**src/rtl/dh_modexp_core.sv**
```systemverilog
// dh_modexp_core: RESULT = BASE^EXP mod MOD, left-to-right square-and-multiply; DH_MODEXP_SKIP_ZERO_EN skips zero exponent bits
module dh_modexp_core #(
  parameter int WIDTH = 32
) (
  input  logic             CLK,
  input  logic             RST,
  input  logic             ST,
  input  logic [WIDTH-1:0] BASE,
  input  logic [WIDTH-1:0] EXP,
  input  logic [WIDTH-1:0] MOD,
  output logic [WIDTH-1:0] RESULT,
  output logic             DONE,
  output logic             BUSY,
  output logic             ERR
);
  localparam int KW = $clog2(WIDTH);
`ifdef DH_MODEXP_SKIP_ZERO_EN
  localparam bit SKIP = 1'b1;
`else
  localparam bit SKIP = 1'b0;
`endif
  typedef enum logic [2:0] {IDLE, CHECK, PREP, SQR, MUL, FIN} state_t;
  state_t state;
  logic [WIDTH-1:0] base_q, exp_q, mod_q, r, bred, acc, a_op, b_op, mm_out, mul_r;
  logic [WIDTH+1:0] t, t1, m_ext;
  logic [KW-1:0] k, cnt;
  logic ebit, in_mm;
  // acc < MOD and a < MOD, so t < 3*MOD: two conditional subtractions fully reduce it
  always_comb begin
    a_op = state == PREP ? WIDTH'(1) : state == SQR ? r : bred;
    b_op = state == PREP ? base_q : r;
    m_ext = {2'b00, mod_q};
    t = {1'b0, acc, 1'b0} + (b_op[cnt] ? {2'b00, a_op} : '0);
    t1 = t >= m_ext ? t - m_ext : t;
    mm_out = WIDTH'(t1 >= m_ext ? t1 - m_ext : t1);
    ebit = exp_q[k];
    mul_r = ebit ? mm_out : r;
    in_mm = state inside {PREP, SQR, MUL};
  end
  always_ff @(posedge CLK) begin
    if (RST) begin
      state <= IDLE;
      RESULT <= '0;
      DONE <= 1'b0;
      BUSY <= 1'b0;
      ERR <= 1'b0;
      base_q <= '0;
      exp_q <= '0;
      mod_q <= '0;
      r <= '0;
      bred <= '0;
      acc <= '0;
      k <= '0;
      cnt <= '0;
    end else begin
      if (in_mm) begin
        acc <= cnt == 0 ? '0 : mm_out;
        cnt <= cnt == 0 ? KW'(WIDTH - 1) : cnt - 1'b1;
      end
      case (state)
        IDLE: if (ST) begin
          base_q <= BASE;
          exp_q <= EXP;
          mod_q <= MOD;
          k <= KW'(WIDTH - 1);
          BUSY <= 1'b1;
          state <= CHECK;
        end
        CHECK: if (mod_q[WIDTH-1:1] == '0) begin
          RESULT <= '0;
          ERR <= 1'b1;
          DONE <= 1'b1;
          state <= FIN;
        end else if (SKIP && !ebit && k != 0) begin
          k <= k - 1'b1;
        end else begin
          r <= WIDTH'(1);
          acc <= '0;
          cnt <= KW'(WIDTH - 1);
          state <= PREP;
        end
        PREP: if (cnt == 0) begin
          bred <= mm_out;
          state <= SQR;
        end
        SQR: if (cnt == 0) begin
          r <= mm_out;
          if (!(SKIP && !ebit)) state <= MUL;
          else if (k == 0) begin
            RESULT <= mm_out;
            ERR <= 1'b0;
            DONE <= 1'b1;
            state <= FIN;
          end else k <= k - 1'b1;
        end
        MUL: if (cnt == 0) begin
          r <= mul_r;
          if (k == 0) begin
            RESULT <= mul_r;
            ERR <= 1'b0;
            DONE <= 1'b1;
            state <= FIN;
          end else begin
            k <= k - 1'b1;
            state <= SQR;
          end
        end
        FIN: begin
          DONE <= 1'b0;
          BUSY <= 1'b0;
          state <= IDLE;
        end
        default: state <= IDLE;
      endcase
    end
  end
endmodule

```
**config.mk**
```make
export PLATFORM = sky130hd
export DESIGN_NAME = dh_modexp_core
export DESIGN_NICKNAME = d
export VERILOG_FILES = /design/src/rtl/dh_modexp_core.sv
export SDC_FILE = /design/constraint.sdc
export NUM_CORES = 1
export LEC_CHECK = 0
export CORE_UTILIZATION = 40
export CTS_CLUSTER_DIAMETER = 100
export CTS_CLUSTER_SIZE = 10
export DETAILED_ROUTE_END_ITERATION = 12
export GPL_TIMING_DRIVEN = 0
export PLACE_DENSITY_LB_ADDON = 0.05
export SYNTH_ARGS = -nofsm -noshare
export SYNTH_HDL_FRONTEND = slang
export SYNTH_SLANG_ARGS = --single-unit
```
**constraint.sdc**
```tcl
create_clock -name CLK -period 11.85 [get_ports CLK]
set_input_delay 2.37 -clock CLK [delete_from_list [all_inputs] [get_ports CLK]]
set_output_delay 2.37 -clock CLK [all_outputs]
set_load 0.01 [all_outputs]
```
== After elaboration in Yosys (flattened, before gate mapping) ==
Index checks and enable logic that the tools add are counted.

* Output and inout bits: 35
* Input bits: 99
* Bits in registers: 240
* Word-level logic and storage cells: 100

* Muxes and demuxes: 47
* Reduce and logical (&&, ||, !) cells: 18
* Add/subtract/negate cells: 5
* Equality and inequality tests: 13
* $lt $le $gt $ge: 4

{| class="wikitable"
|+ Operators with widths
! operator !! count
|-
| 32-bit 2-to-1 mux || 16
|-
| 32-bit one-hot mux with 3 select lines || 1
|-
| 34-bit by 32-bit greater-or-equal comparator with 1-bit output || 2
|-
| 32-bit one-hot mux with 2 select lines || 1
|-
| 5-bit 2-to-1 mux || 7
|-
| 33-bit by 32-bit adder with 34-bit output || 1
|-
| 34-bit 2-to-1 mux || 1
|-
| 34-bit by 32-bit subtractor with 34-bit output || 1
|-
| 32-bit subtractor || 1
|-
| 31-bit zero test || 1
|-
| 4-bit AND reduction || 5
|-
| 3-bit 2-to-1 mux || 6
|-
| 3-bit one-hot mux with 5 select lines || 1
|-
| 5-bit by 6-bit < comparator with 1-bit output, second input constant || 2
|-
| 1-bit binary-select mux with 5-bit select || 2
|-
| 5-bit zero test || 2
|-
| 5-bit one-hot mux with 2 select lines || 1
|-
| 5-bit by 1-bit subtractor with 5-bit output, second input constant || 2
|-
| 3-bit nonzero test || 3
|-
| 1-bit 2-to-1 mux || 8
|-
| 2-bit by 1-bit inequality test with 1-bit output, second input constant || 4
|-
| 2-bit inequality test, second input constant || 4
|-
| 3-bit by 2-bit equality test with 1-bit output, second input constant || 2
|-
| 3-bit equality test, second input constant || 2
|-
| other kinds (6) || 11
|}

== Longest topological paths before layout ==
Gate-level depths: netlist of the first run.

* Depth after elaboration: 14
* Gate-level depth with buffers: 48
* Mapped depth without buffers: 41

== Worst setup path after synthesis of the first run ==
No wires, ideal clock.

* Path type: register to register
* Start point: register cnt[2]
* End point: register RESULT[26]
* Arrival time: 9099 ps
* Cell stages (with the launch flop): 43
* Setup slack: 2635 ps
* Required time: 11734 ps
* Library setup time: 116 ps
* Buffers on the path: 4
* Cells stage by stage: dfxtp_1 > buf_2 > mux4_2 > mux4_2 > nor2_1 > a31oi_1 > nand4_1 > clkbuf_1 > a21oi_1 > ha_1 > inv_1 > fa_1 > nor2b_1 > o31a_1 > o311a_1 > o21ai_0 > a21oi_1 > a21oi_1 > (+7 left out) > o21ai_0 > a21boi_4 > and2_1 > buf_6 > mux2_2 > ha_1 > fa_1 > nor2b_1 > o21ai_0 > a21oi_1 > o21bai_1 > a2111oi_0 > nor4_1 > and3_1 > a32oi_2 > buf_4 > mux2_2 > a31o_2

* Word-level cells in the longest chain between the ends: 12
* Elaborated cells between the ends (all ways): 17

{| class="wikitable"
|+ RTL lines
! element !! line !! source
|-
| from (decl) || 26 || <nowiki>logic [KW-1:0] k, cnt;</nowiki>
|-
| from (signal assigned) || 58 || <nowiki>cnt <= cnt == 0 ? KW'(WIDTH - 1) : cnt - 1'b1;</nowiki>
|-
| from (signal assigned) || 79 || <nowiki>cnt <= KW'(WIDTH - 1);</nowiki>
|-
| 1-bit binary-select mux with 5-bit select || 33 || <nowiki>t = {1'b0, acc, 1'b0} + (b_op[cnt] ? {2'b00, a_op} : '0);</nowiki>
|-
| 1-bit 2-to-1 mux (not written as such) || 33 ||
|-
| 32-bit 2-to-1 mux || 33 ||
|-
| 33-bit by 32-bit adder with 34-bit output || 33 ||
|-
| 34-bit by 32-bit subtractor with 34-bit output or 34-bit by 32-bit greater-or-equal comparator with 1-bit output (tied branches) || 34 || <nowiki>t1 = t >= m_ext ? t - m_ext : t;</nowiki>
|-
| 34-bit 2-to-1 mux || 34 ||
|-
| 32-bit subtractor or 34-bit by 32-bit greater-or-equal comparator with 1-bit output (tied branches) || 35 || <nowiki>mm_out = WIDTH'(t1 >= m_ext ? t1 - m_ext : t1);</nowiki>
|-
| 32-bit 2-to-1 mux || 35 ||
|-
| 32-bit 2-to-1 mux || 37 || <nowiki>mul_r = ebit ? mm_out : r;</nowiki>
|-
| 32-bit 2-to-1 mux || 98 || <nowiki>if (k == 0) begin</nowiki>
|-
| 32-bit 2-to-1 mux || 96 || <nowiki>MUL: if (cnt == 0) begin</nowiki>
|-
| 32-bit one-hot mux with 2 select lines || 60 || <nowiki>case (state)</nowiki>
|-
| to (signal assigned) || 90 || <nowiki>RESULT <= mm_out;</nowiki>
|-
| to (signal assigned) || 99 || <nowiki>RESULT <= mul_r;</nowiki>
|-
| to (decl) || 11 || <nowiki>output logic [WIDTH-1:0] RESULT,</nowiki>
|}

Parallel ways exist; a longest one is shown, timed or not. The select of a mux whose other input is x is not followed.
A chain may end at the register's enable or synchronous reset.

== Worst setup path in the final report of the first run ==
* Start point: register state[1]
* End point: register acc[11]

* Word-level cells in the longest chain between the ends: 14
* Elaborated cells between the ends (all ways): 22

{| class="wikitable"
|+ RTL lines
! element !! line !! source
|-
| from (decl) || 23 || <nowiki>state_t state;</nowiki>
|-
| from (signal assigned) || 42 || <nowiki>state <= IDLE;</nowiki>
|-
| from (signal assigned) || 67 || <nowiki>state <= CHECK;</nowiki>
|-
| from (signal assigned) || 73 || <nowiki>state <= FIN;</nowiki>
|-
| 3-bit by 2-bit equality test with 1-bit output || 30, 31, 38 ||
|-
| 32-bit 2-to-1 mux || 31 || <nowiki>b_op = state == PREP ? base_q : r;</nowiki>
|-
| 1-bit binary-select mux with 5-bit select || 33 ||
|-
| 1-bit 2-to-1 mux (not written as such) || 33 ||
|-
| 32-bit 2-to-1 mux || 33 ||
|-
| 33-bit by 32-bit adder with 34-bit output || 33 ||
|-
| 34-bit by 32-bit subtractor with 34-bit output or 34-bit by 32-bit greater-or-equal comparator with 1-bit output (tied branches) || 34 ||
|-
| 34-bit 2-to-1 mux || 34 ||
|-
| 32-bit subtractor or 34-bit by 32-bit greater-or-equal comparator with 1-bit output (tied branches) || 35 ||
|-
| 32-bit 2-to-1 mux || 35 ||
|-
| 32-bit 2-to-1 mux || 57 || <nowiki>acc <= cnt == 0 ? '0 : mm_out;</nowiki>
|-
| 32-bit 2-to-1 mux || 56 || <nowiki>if (in_mm) begin</nowiki>
|-
| 32-bit 2-to-1 mux || 69 || <nowiki>CHECK: if (mod_q[WIDTH-1:1] == '0) begin</nowiki>
|-
| 32-bit 2-to-1 mux * || 60 ||
|-
| to (signal assigned) || 57 ||
|-
| to (decl) || 24 || <nowiki>logic [WIDTH-1:0] base_q, exp_q, mod_q, r, bred, acc, a_op, b_op, mm_out, mul_r;</nowiki>
|}

Mark *: on every way between the ends. The rest lies on a longest branch, timed or not. The select of a mux whose other input is x is not followed.

==> impl_results.html, run 1 <==
<table>
<tr><th>Metric</th><th>Value</th></tr>
<tr><th colspan="2">Outcome</th></tr>
<tr><td>Result of the run</td><td>complete, no violations</td></tr>
<tr><th colspan="2">Logic synthesis</th></tr>
<tr><td>Synth top area cells</td><td>sky130_fd_sc_hd__dfxtp_1 30%, sky130_fd_sc_hd__nand2_1 8.9%, sky130_fd_sc_hd__ha_1 7.7%, sky130_fd_sc_hd__a21oi_1 7.4%, sky130_fd_sc_hd__o21ai_0 3.9%</td></tr>
<tr><td>Post-Syn Area</td><td>between 0.015 and 0.02 sq mm</td></tr>
<tr><td>Most common cell in the synthesized netlist</td><td>sky130_fd_sc_hd__nand2_1</td></tr>
<tr><td>Area share of the largest cell type after synthesis</td><td>30.4%</td></tr>
<tr><td>Synthesized netlist net count</td><td>roughly 2200</td></tr>
<tr><td>Share of synthesized flip-flops with an asynchronous set or reset</td><td>0%</td></tr>
<tr><td>Syn avg cell area</td><td>7.76 sq um</td></tr>
<tr><td>Count of flip-flops with a built-in enable after synthesis</td><td>0</td></tr>
<tr><td>Post-synthesis sequential element count</td><td>240</td></tr>
<tr><td>Synth warn</td><td>0</td></tr>
<tr><td>Synthesized netlist cell count</td><td>a little over 2000</td></tr>
<tr><td>Number of distinct standard cells referenced by the synthesized netlist</td><td>93</td></tr>
<tr><td>Dominant cell type by area after synthesis</td><td>sky130_fd_sc_hd__dfxtp_1</td></tr>
<tr><td>Most numerous cell types in the synthesized netlist</td><td>376 x sky130_fd_sc_hd__nand2_1, 240 x sky130_fd_sc_hd__dfxtp_1, 233 x sky130_fd_sc_hd__a21oi_1</td></tr>
<tr><td>Main synth FF type</td><td>sky130_fd_sc_hd__dfxtp_1</td></tr>
<tr><td>Sequential area share after synthesis</td><td>a little under a third</td></tr>
<tr><th colspan="2">Final layout</th></tr>
<tr><td>P&amp;R area growth vs syn</td><td>19.0%</td></tr>
<tr><td>Number of nets in the final layout</td><td>2404</td></tr>
<tr><td>Post-route insts no fill</td><td>about 2700</td></tr>
<tr><td>Final Instance Area</td><td>0.0188 sq mm</td></tr>
<tr><td>Ant. Diodes</td><td>0</td></tr>
<tr><td>Filler cell count</td><td>between 3000 and 4000</td></tr>
<tr><td>Fraction of layout instances using a drive strength above 1</td><td>7.56%</td></tr>
<tr><th colspan="2">GRT</th></tr>
<tr><td>Global Route Usage Sum</td><td>28.4%</td></tr>
<tr><td>Via count of the first global-routing pass</td><td>roughly 15000</td></tr>
<tr><td>Overflow after GRT</td><td>0</td></tr>
<tr><td>Wire length of the first global-routing pass</td><td>~90 mm</td></tr>
<tr><td>Initial antenna violation count</td><td>1</td></tr>
<tr><td>Largest net degree at the start of global routing</td><td>16</td></tr>
<tr><th colspan="2">Worst setup path</th></tr>
<tr><td>Worst reg2reg path startpoint</td><td>state[1]</td></tr>
<tr><td>CP required</td><td>12300 ps</td></tr>
<tr><td>Worst Setup Path Type</td><td>register to register</td></tr>
<tr><td>Endpoint arrival time on the critical path</td><td>11620 ps</td></tr>
<tr><td>Crit start category</td><td>register</td></tr>
<tr><td>Kind of end point of the critical path</td><td>register</td></tr>
<tr><td>CP most frequent cell</td><td>sky130_fd_sc_hd__o21ai_0</td></tr>
<tr><td>Origin of the worst setup path</td><td>state[1]</td></tr>
<tr><td>Largest fanout of any net on the critical path</td><td>10</td></tr>
<tr><td>Slowest stage cell, crit path</td><td>sky130_fd_sc_hd__mux2i_2</td></tr>
<tr><td>Highest cell delay on the worst timing path</td><td>490 ps</td></tr>
<tr><th colspan="2">Die</th></tr>
<tr><td>Die Footprint</td><td>about 0.040 sq mm</td></tr>
<tr><td># IOs</td><td>134</td></tr>
<tr><td>Vertical die dimension</td><td>201 um</td></tr>
<tr><td>DIE WIDTH</td><td>201 um</td></tr>
<tr><td>CORE AREA</td><td>0.0388 sq mm</td></tr>
<tr><td>Number of rows in the core area</td><td>72</td></tr>
<tr><td>Starting Density</td><td>40.7%</td></tr>
<tr><th colspan="2">Route</th></tr>
<tr><td>Drt drc</td><td>0</td></tr>
<tr><td>Starting DRC count in detailed routing</td><td>1038</td></tr>
<tr><td>Count of nets left with antenna violations after detail routing</td><td>0</td></tr>
<tr><td>Via count</td><td>between 15000 and 20000</td></tr>
<tr><td>Average wire per cell in the routed design</td><td>21.4 um</td></tr>
<tr><td>Drt total wl</td><td>58.4 mm</td></tr>
<tr><td>Post-DR vias/cell</td><td>around 5.8</td></tr>
<tr><td>Number of iterations in the first detailed-routing pass</td><td>5</td></tr>
<tr><th colspan="2">Clocking</th></tr>
<tr><td>CTS Buffer Depth</td><td>3</td></tr>
<tr><td>Library cell used as clock root buffer</td><td>sky130_fd_sc_hd__clkbuf_16</td></tr>
<tr><td>Number of buffers created by CTS</td><td>29</td></tr>
<tr><td>Hold-fix buffers, CTS</td><td>0</td></tr>
<tr><td>Number of levels in the clock H-tree</td><td>1</td></tr>
<tr><td>Insertion delay to the later sink of the worst-skew pair</td><td>590 ps</td></tr>
<tr><td>CTS tree</td><td>done</td></tr>
<tr><td>TritonCTS Sinks</td><td>240</td></tr>
<tr><td>Clock transition at the registers of the reported paths</td><td>60 ps</td></tr>
<tr><th colspan="2">STA</th></tr>
<tr><td>Final number of hold-violating endpoints</td><td>0</td></tr>
<tr><td>Final worst clock skew</td><td>27.9 ps</td></tr>
<tr><td>Max-slew violation count</td><td>0</td></tr>
<tr><td>Slew headroom</td><td>19.6%</td></tr>
<tr><td>Worst slew pin tran</td><td>approximately 1200 ps</td></tr>
<tr><td>Worst hold slack after final layout</td><td>~450 ps</td></tr>
<tr><td>Period minus WS final</td><td>11170 ps</td></tr>
<tr><td>Period Utilization, post-route</td><td>roughly 94%</td></tr>
<tr><td>Worst Setup Slack, final</td><td>a little under 700 ps</td></tr>
<tr><td>Fmax</td><td>~90 MHz</td></tr>
<tr><td>Count of final setup violators</td><td>0</td></tr>
<tr><th colspan="2">Placement</th></tr>
<tr><td>Count of input and output buffers</td><td>133</td></tr>
<tr><td>Placed standard-cell area</td><td>0.0178 sq mm</td></tr>
<tr><td># placed instances</td><td>2688</td></tr>
<tr><td>Routability congestion estimate</td><td>0.930</td></tr>
<tr><td>Post-detailed-placement half-perimeter wirelength</td><td>47.1 mm</td></tr>
<tr><td>Place WS</td><td>-938 ps</td></tr>
<tr><th colspan="2">Flow run</th></tr>
<tr><td>Max-cap violation count</td><td>0</td></tr>
<tr><th colspan="2">Worst hold path</th></tr>
<tr><td>Launch instance of the worst min-delay path</td><td>base_q[10]</td></tr>
<tr><td>Classification of the worst-slack hold path</td><td>register to register</td></tr>
</table>
[sequential cells by signal (all words and copies together) (netlist names)]
signal  cells
base_q     32
BUSY        1
cnt         5
mod_q      32
exp_q      32
bred       32
ERR         1
r          32
k           5
RESULT     32
state       3
acc        32
DONE        1
[layout make-up]
cell class                 count  area [sq um]  area share, %
tap                          518           648           3.44
buffer                       117           508           2.70
sequential                   240          4800           25.5
timing repair buffer         137          1370           7.30
clock inverter                 4          66.3          0.352
clock buffer                  31           743           3.95
multi-input combinational   1605         10400           55.2
inverter                      75           282           1.50
[cells in the final DEF (no fill, tap or decap), types with 51 or more instances in the layout]
master                            instances
sky130_fd_sc_hd__nor2_1                 142
sky130_fd_sc_hd__nand2_1                376
sky130_fd_sc_hd__ha_1                    97
sky130_fd_sc_hd__a21oi_1                230
sky130_fd_sc_hd__nand3_1                 66
sky130_fd_sc_hd__clkbuf_1                88
sky130_fd_sc_hd__o21ai_0                121
sky130_fd_sc_hd__xnor2_1                 51
sky130_fd_sc_hd__clkdlybuf4s50_1        133
sky130_fd_sc_hd__dfxtp_1                240
sky130_fd_sc_hd__inv_1                   75
[path summary, 6_finish.rpt]
kind | end | slack, ps | cells after the start
worst max-delay path | acc[11] | 680 | 48
worst min-delay path | base_q[10] | 450 | 2
worst max register to register | acc[11] | 680 | 48
worst min register to register | base_q[10] | 450 | 2
[through the flow]
| step | util (%) | TNS [ps] |
|---|---|---|
| finish | 48.5 | 0 |
| global route | 48.5 | -1.19 |
| CTS | 48.1 | 0 |
| detailed placement | 45.8 | -88790 |
| global placement | 45.8 | -84480 |
| floorplan | - | 0 |
[worst max-delay path, delay by kind of cell, from the launching register on]
kind / cells / cell delay [ps]
buffers and inverters: 10 / 2020
adder cells (fa/ha/maj): 5 / 1580
flip-flops: 1 / 310
AND/OR/NAND/NOR: 10 / 1330
multiplexers: 3 / 1070
XOR/XNOR: 1 / 360
AO/OA/AOI/OAI: 19 / 4330
[metal layers]
metal | GRT usage (%) | part of all wire, % | up-vias
met5 | 0 | 0 | -
met4 | 7.22 | 2.5 | 0
met3 | 3.08 | 5.6 | 84
met2 | 49.0 | 48 | 464
met1 | 37.7 | 44 | 7578
li1 | - | - | 7631
[cells by family after synthesis]
| kind of cell | count (synthesis) | synth area share, % |
|---|---|---|
| AO/OA/AOI/OAI | 623 | 25.1 |
| AND/OR/NAND/NOR | 719 | 19.9 |
| buffers and inverters | 192 | 4.94 |
| adder cells (fa/ha/maj) | 100 | 8.05 |
| multiplexers | 81 | 7.10 |
| XOR/XNOR | 82 | 4.54 |
| flip-flops | 240 | 30.4 |
[repair_timing]
item	CTS	global route
endpoints found under the setup margin	128	128
buffers inserted	3	1
resized for setup	15	21
pin swaps	0	2
hold endpoints to repair	0	0
Power of run 1 is left out: the tool's default activity adds up to more than one toggle a clock period on the data nets, which glitch-free logic cannot reach.
==> run 2, diff against run 1 <==
CTS_CLUSTER_DIAMETER = 30   (was 100)
==> run 2 against run 1 <==
  * Clock skew down 6.7 ps
  * Maximum frequency about the same
  * Register-to-register slack about the same
  * Sequential share of layout area down 1.9 points
  * Final cell count up 3.2%
  * Critical path depth up 1
  * Global-route usage up 0.76 points
  * Setup slack better by 8.1 ps
  * Count of clock-buffer cells in the layout up 60
  * Non-clock buffer count unchanged
  * Largest cell class unchanged
  * Design area up 8.0%
  * Routed wire length up 1.5%
==> impl_results.html, run 2 (synthesis gave the netlist of run 1 again) <==
<table>
<tr><th>Metric</th><th>Value</th></tr>
<tr><th colspan="2">Route</th></tr>
<tr><td>Post-DR vias/cell</td><td>5.72 (-1.1%)</td></tr>
<tr><td>Number of iterations in the first detailed-routing pass</td><td>5 (unchanged)</td></tr>
<tr><td>Drt drc</td><td>0 (unchanged)</td></tr>
<tr><td>Count of nets left with antenna violations after detail routing</td><td>0 (unchanged)</td></tr>
<tr><td>Via count</td><td>16100 (+2.1%)</td></tr>
<tr><td>Starting DRC count in detailed routing</td><td>1162 (+12%)</td></tr>
<tr><td>Drt total wl</td><td>59.3 mm (+1.5%)</td></tr>
<tr><td>Average wire per cell in the routed design</td><td>21.1 um (-1.7%)</td></tr>
<tr><th colspan="2">Final layout</th></tr>
<tr><td>Commonest cells after routing, fill and taps aside</td><td>376 x sky130_fd_sc_hd__nand2_1, 240 x sky130_fd_sc_hd__dfxtp_1, 230 x sky130_fd_sc_hd__a21oi_1</td></tr>
<tr><td>Ant. Diodes</td><td>0 (unchanged)</td></tr>
<tr><td>Leading cell type in the layout, fill and taps excluded</td><td>sky130_fd_sc_hd__nand2_1</td></tr>
<tr><td>Fraction of layout instances using a drive strength above 1</td><td>10.6% (+3.0 points)</td></tr>
<tr><td>Filler cell count</td><td>3797 (-3.6%)</td></tr>
<tr><td>Number of nets in the final layout</td><td>2443 (+1.6%)</td></tr>
<tr><td>P&amp;R area growth vs syn</td><td>28.5%</td></tr>
<tr><th colspan="2">Die</th></tr>
<tr><td>CORE AREA</td><td>0.0388 sq mm (unchanged)</td></tr>
<tr><td>Die Footprint</td><td>0.0403 sq mm (unchanged)</td></tr>
<tr><td>Starting Density</td><td>40.7% (unchanged)</td></tr>
<tr><td># IOs</td><td>134 (unchanged)</td></tr>
<tr><td>Vertical die dimension</td><td>201 um (unchanged)</td></tr>
<tr><td>Number of rows in the core area</td><td>72 (unchanged)</td></tr>
<tr><td>DIE WIDTH</td><td>201 um (unchanged)</td></tr>
<tr><th colspan="2">Flow run</th></tr>
<tr><td>Max-cap violation count</td><td>0 (unchanged)</td></tr>
<tr><th colspan="2">STA</th></tr>
<tr><td>Fmax</td><td>89.6 MHz (about the same)</td></tr>
<tr><td>Final worst clock skew</td><td>21.2 ps (-6.71 ps)</td></tr>
<tr><td>Max-slew violation count</td><td>0 (unchanged)</td></tr>
<tr><td>Period Utilization, post-route</td><td>94.2% (about the same)</td></tr>
<tr><td>Final number of hold-violating endpoints</td><td>0 (unchanged)</td></tr>
<tr><td>Slew headroom</td><td>23.1% (+3.6 points)</td></tr>
<tr><td>Worst slew pin tran</td><td>1140 ps (-53.0 ps)</td></tr>
<tr><td>Count of final setup violators</td><td>0 (unchanged)</td></tr>
<tr><td>Worst Setup Slack, final</td><td>684 ps (+8.15 ps)</td></tr>
<tr><td>Period minus WS final</td><td>11170 ps (-8.15 ps)</td></tr>
<tr><td>Worst hold slack after final layout</td><td>448 ps (-1.53 ps)</td></tr>
<tr><td>Unrepaired setup endpoints after global routing</td><td>false</td></tr>
<tr><th colspan="2">Placement</th></tr>
<tr><td>Post-detailed-placement half-perimeter wirelength</td><td>47.1 mm (unchanged)</td></tr>
<tr><td>Place WS</td><td>-938 ps (unchanged)</td></tr>
<tr><td>Count of input and output buffers</td><td>133 (unchanged)</td></tr>
<tr><td>Routability congestion estimate</td><td>0.930 (unchanged)</td></tr>
<tr><th colspan="2">Worst setup path</th></tr>
<tr><td>CP required</td><td>12360 ps (+60 ps)</td></tr>
<tr><td>Kind of end point of the critical path</td><td>register</td></tr>
<tr><td>Internal reg-to-reg setup slack</td><td>680 ps (about the same)</td></tr>
<tr><td>Endpoint arrival time on the critical path</td><td>11680 ps (+60 ps)</td></tr>
<tr><td>Largest fanout of any net on the critical path</td><td>10 (unchanged)</td></tr>
<tr><td>Endpoint of the worst register-to-register path</td><td>RESULT[4]</td></tr>
<tr><td>Logic depth of the worst register-to-register path</td><td>49 (+2.1%)</td></tr>
<tr><td>Slowest stage cell, crit path</td><td>sky130_fd_sc_hd__nor4_1</td></tr>
<tr><td>Crit start category</td><td>register</td></tr>
<tr><td>Worst Setup Path Type</td><td>register to register</td></tr>
<tr><td>Worst reg2reg path startpoint</td><td>state[1]</td></tr>
<tr><td>Highest cell delay on the worst timing path</td><td>550 ps (+60 ps)</td></tr>
<tr><th colspan="2">Worst hold path</th></tr>
<tr><td>Hold endpoint</td><td>base_q[10]</td></tr>
<tr><td>Launch instance of the worst min-delay path</td><td>base_q[10]</td></tr>
<tr><td>Classification of the worst-slack hold path</td><td>register to register</td></tr>
<tr><td>Number of cells traversed by the worst hold path</td><td>2 (unchanged)</td></tr>
<tr><th colspan="2">Clocking</th></tr>
<tr><td>Library cell used as clock root buffer</td><td>sky130_fd_sc_hd__clkbuf_16</td></tr>
<tr><td>Clock transition at the registers of the reported paths</td><td>40 ps (-20 ps)</td></tr>
<tr><td>Hold-fix buffers, CTS</td><td>0 (unchanged)</td></tr>
<tr><td>Insertion delay to the later sink of the worst-skew pair</td><td>580 ps (about the same)</td></tr>
<tr><td>CTS Buffer Depth</td><td>3 (unchanged)</td></tr>
<tr><td>Number of buffers created by CTS</td><td>68 (+130%)</td></tr>
<tr><td>Number of levels in the clock H-tree</td><td>3 (+2)</td></tr>
<tr><td>CTS tree</td><td>done</td></tr>
<tr><td>TritonCTS Sinks</td><td>240 (unchanged)</td></tr>
<tr><th colspan="2">GRT</th></tr>
<tr><td>Global Route Usage Sum</td><td>29.2% (+0.76 points)</td></tr>
<tr><td>Initial antenna violation count</td><td>1 (unchanged)</td></tr>
<tr><td>Wire length of the first global-routing pass</td><td>89.8 mm (+1.6%)</td></tr>
<tr><td>Via count of the first global-routing pass</td><td>15300 (+3.0%)</td></tr>
<tr><td>Largest net degree at the start of global routing</td><td>11 (-5)</td></tr>
<tr><td>Overflow after GRT</td><td>0 (unchanged)</td></tr>
<tr><th colspan="2">Outcome</th></tr>
<tr><td>Result of the run</td><td>complete, no violations</td></tr>
</table>
[run 2: changes by cell type in the layout (fill, tap and decap cells not counted), moves of 2 or more]
cell,change
sky130_fd_sc_hd__clkbuf_16,+40
sky130_fd_sc_hd__clkbuf_1,+11
sky130_fd_sc_hd__clkinv_2,+10
sky130_fd_sc_hd__clkbuf_8,+9
sky130_fd_sc_hd__bufinv_16,+8
sky130_fd_sc_hd__clkinvlp_4,+5
sky130_fd_sc_hd__inv_6,+3
sky130_fd_sc_hd__clkinv_4,+2
sky130_fd_sc_hd__mux2i_2,+2
sky130_fd_sc_hd__mux2i_4,-2
[run 2: routing by layer]
layer	wire length, um	up-vias	track usage (%)
met4	2050	0	11.2
met1	25600	7689	37.3
met3	3820	118	4.89
met2	27900	544	49.0
met5	0	-	0
li1	-	7741	-
[run 2: area by class of cell]
cell class              instances  area, sq um  area share (%)
inverters                      75          282            1.38
clock inverters                32          438            2.15
repair buffers                138         1380            6.79
well taps                     518          648            3.19
clock buffers                  91         1910            9.39
flip-flops and latches        240         4800            23.6
plain buffers                 116          503            2.47
multi-input cells            1605        10400            51.0
[run 2: what timing repair did]
item	4_1_cts	5_1_grt
endpoints found under the hold margin	0	0
buffers inserted	3	2
gates cloned	0	0
pin swaps	0	2
resized for setup	15	16
endpoints found under the setup margin	128	128
[run 2: worst max path at each step]
stage | start | end | slack, ps
after global placement | state[1] | RESULT[13] | -900
after floorplan | cnt[2] | RESULT[26] | 2640
final | state[1] | RESULT[4] | 680
after global routing | state[1] | RESULT[16] | 70
after detailed placement | state[1] | RESULT[13] | -940
after CTS | state[1] | RESULT[18] | 10
[run 2: stage by stage]
stage | util, % | area (sq um) | TNS (ps) | std cells
2_1_floorplan | - | 15800 | 0 | 2037
3_3_place_gp | 45.8 | 17800 | -84480 | 2688
3_5_place_dp | 45.8 | 17800 | -88790 | 2688
4_1_cts | 52.1 | 20200 | 0 | 2814
5_1_grt | 52.4 | 20300 | 0 | 2815
6_report | 52.4 | 20300 | 0 | 2815
[run 2: critical path: cells and delay by family, from the launching register on]
kind	cells	cell delay (ps)
AO/OA/AOI/OAI	16	3060
XOR/XNOR	1	130
adder cells (fa/ha/maj)	4	1210
buffers and inverters	10	1910
flip-flops	1	310
multiplexers	3	1220
AND/OR/NAND/NOR	15	3230
Power of run 2 is left out for the same reason.
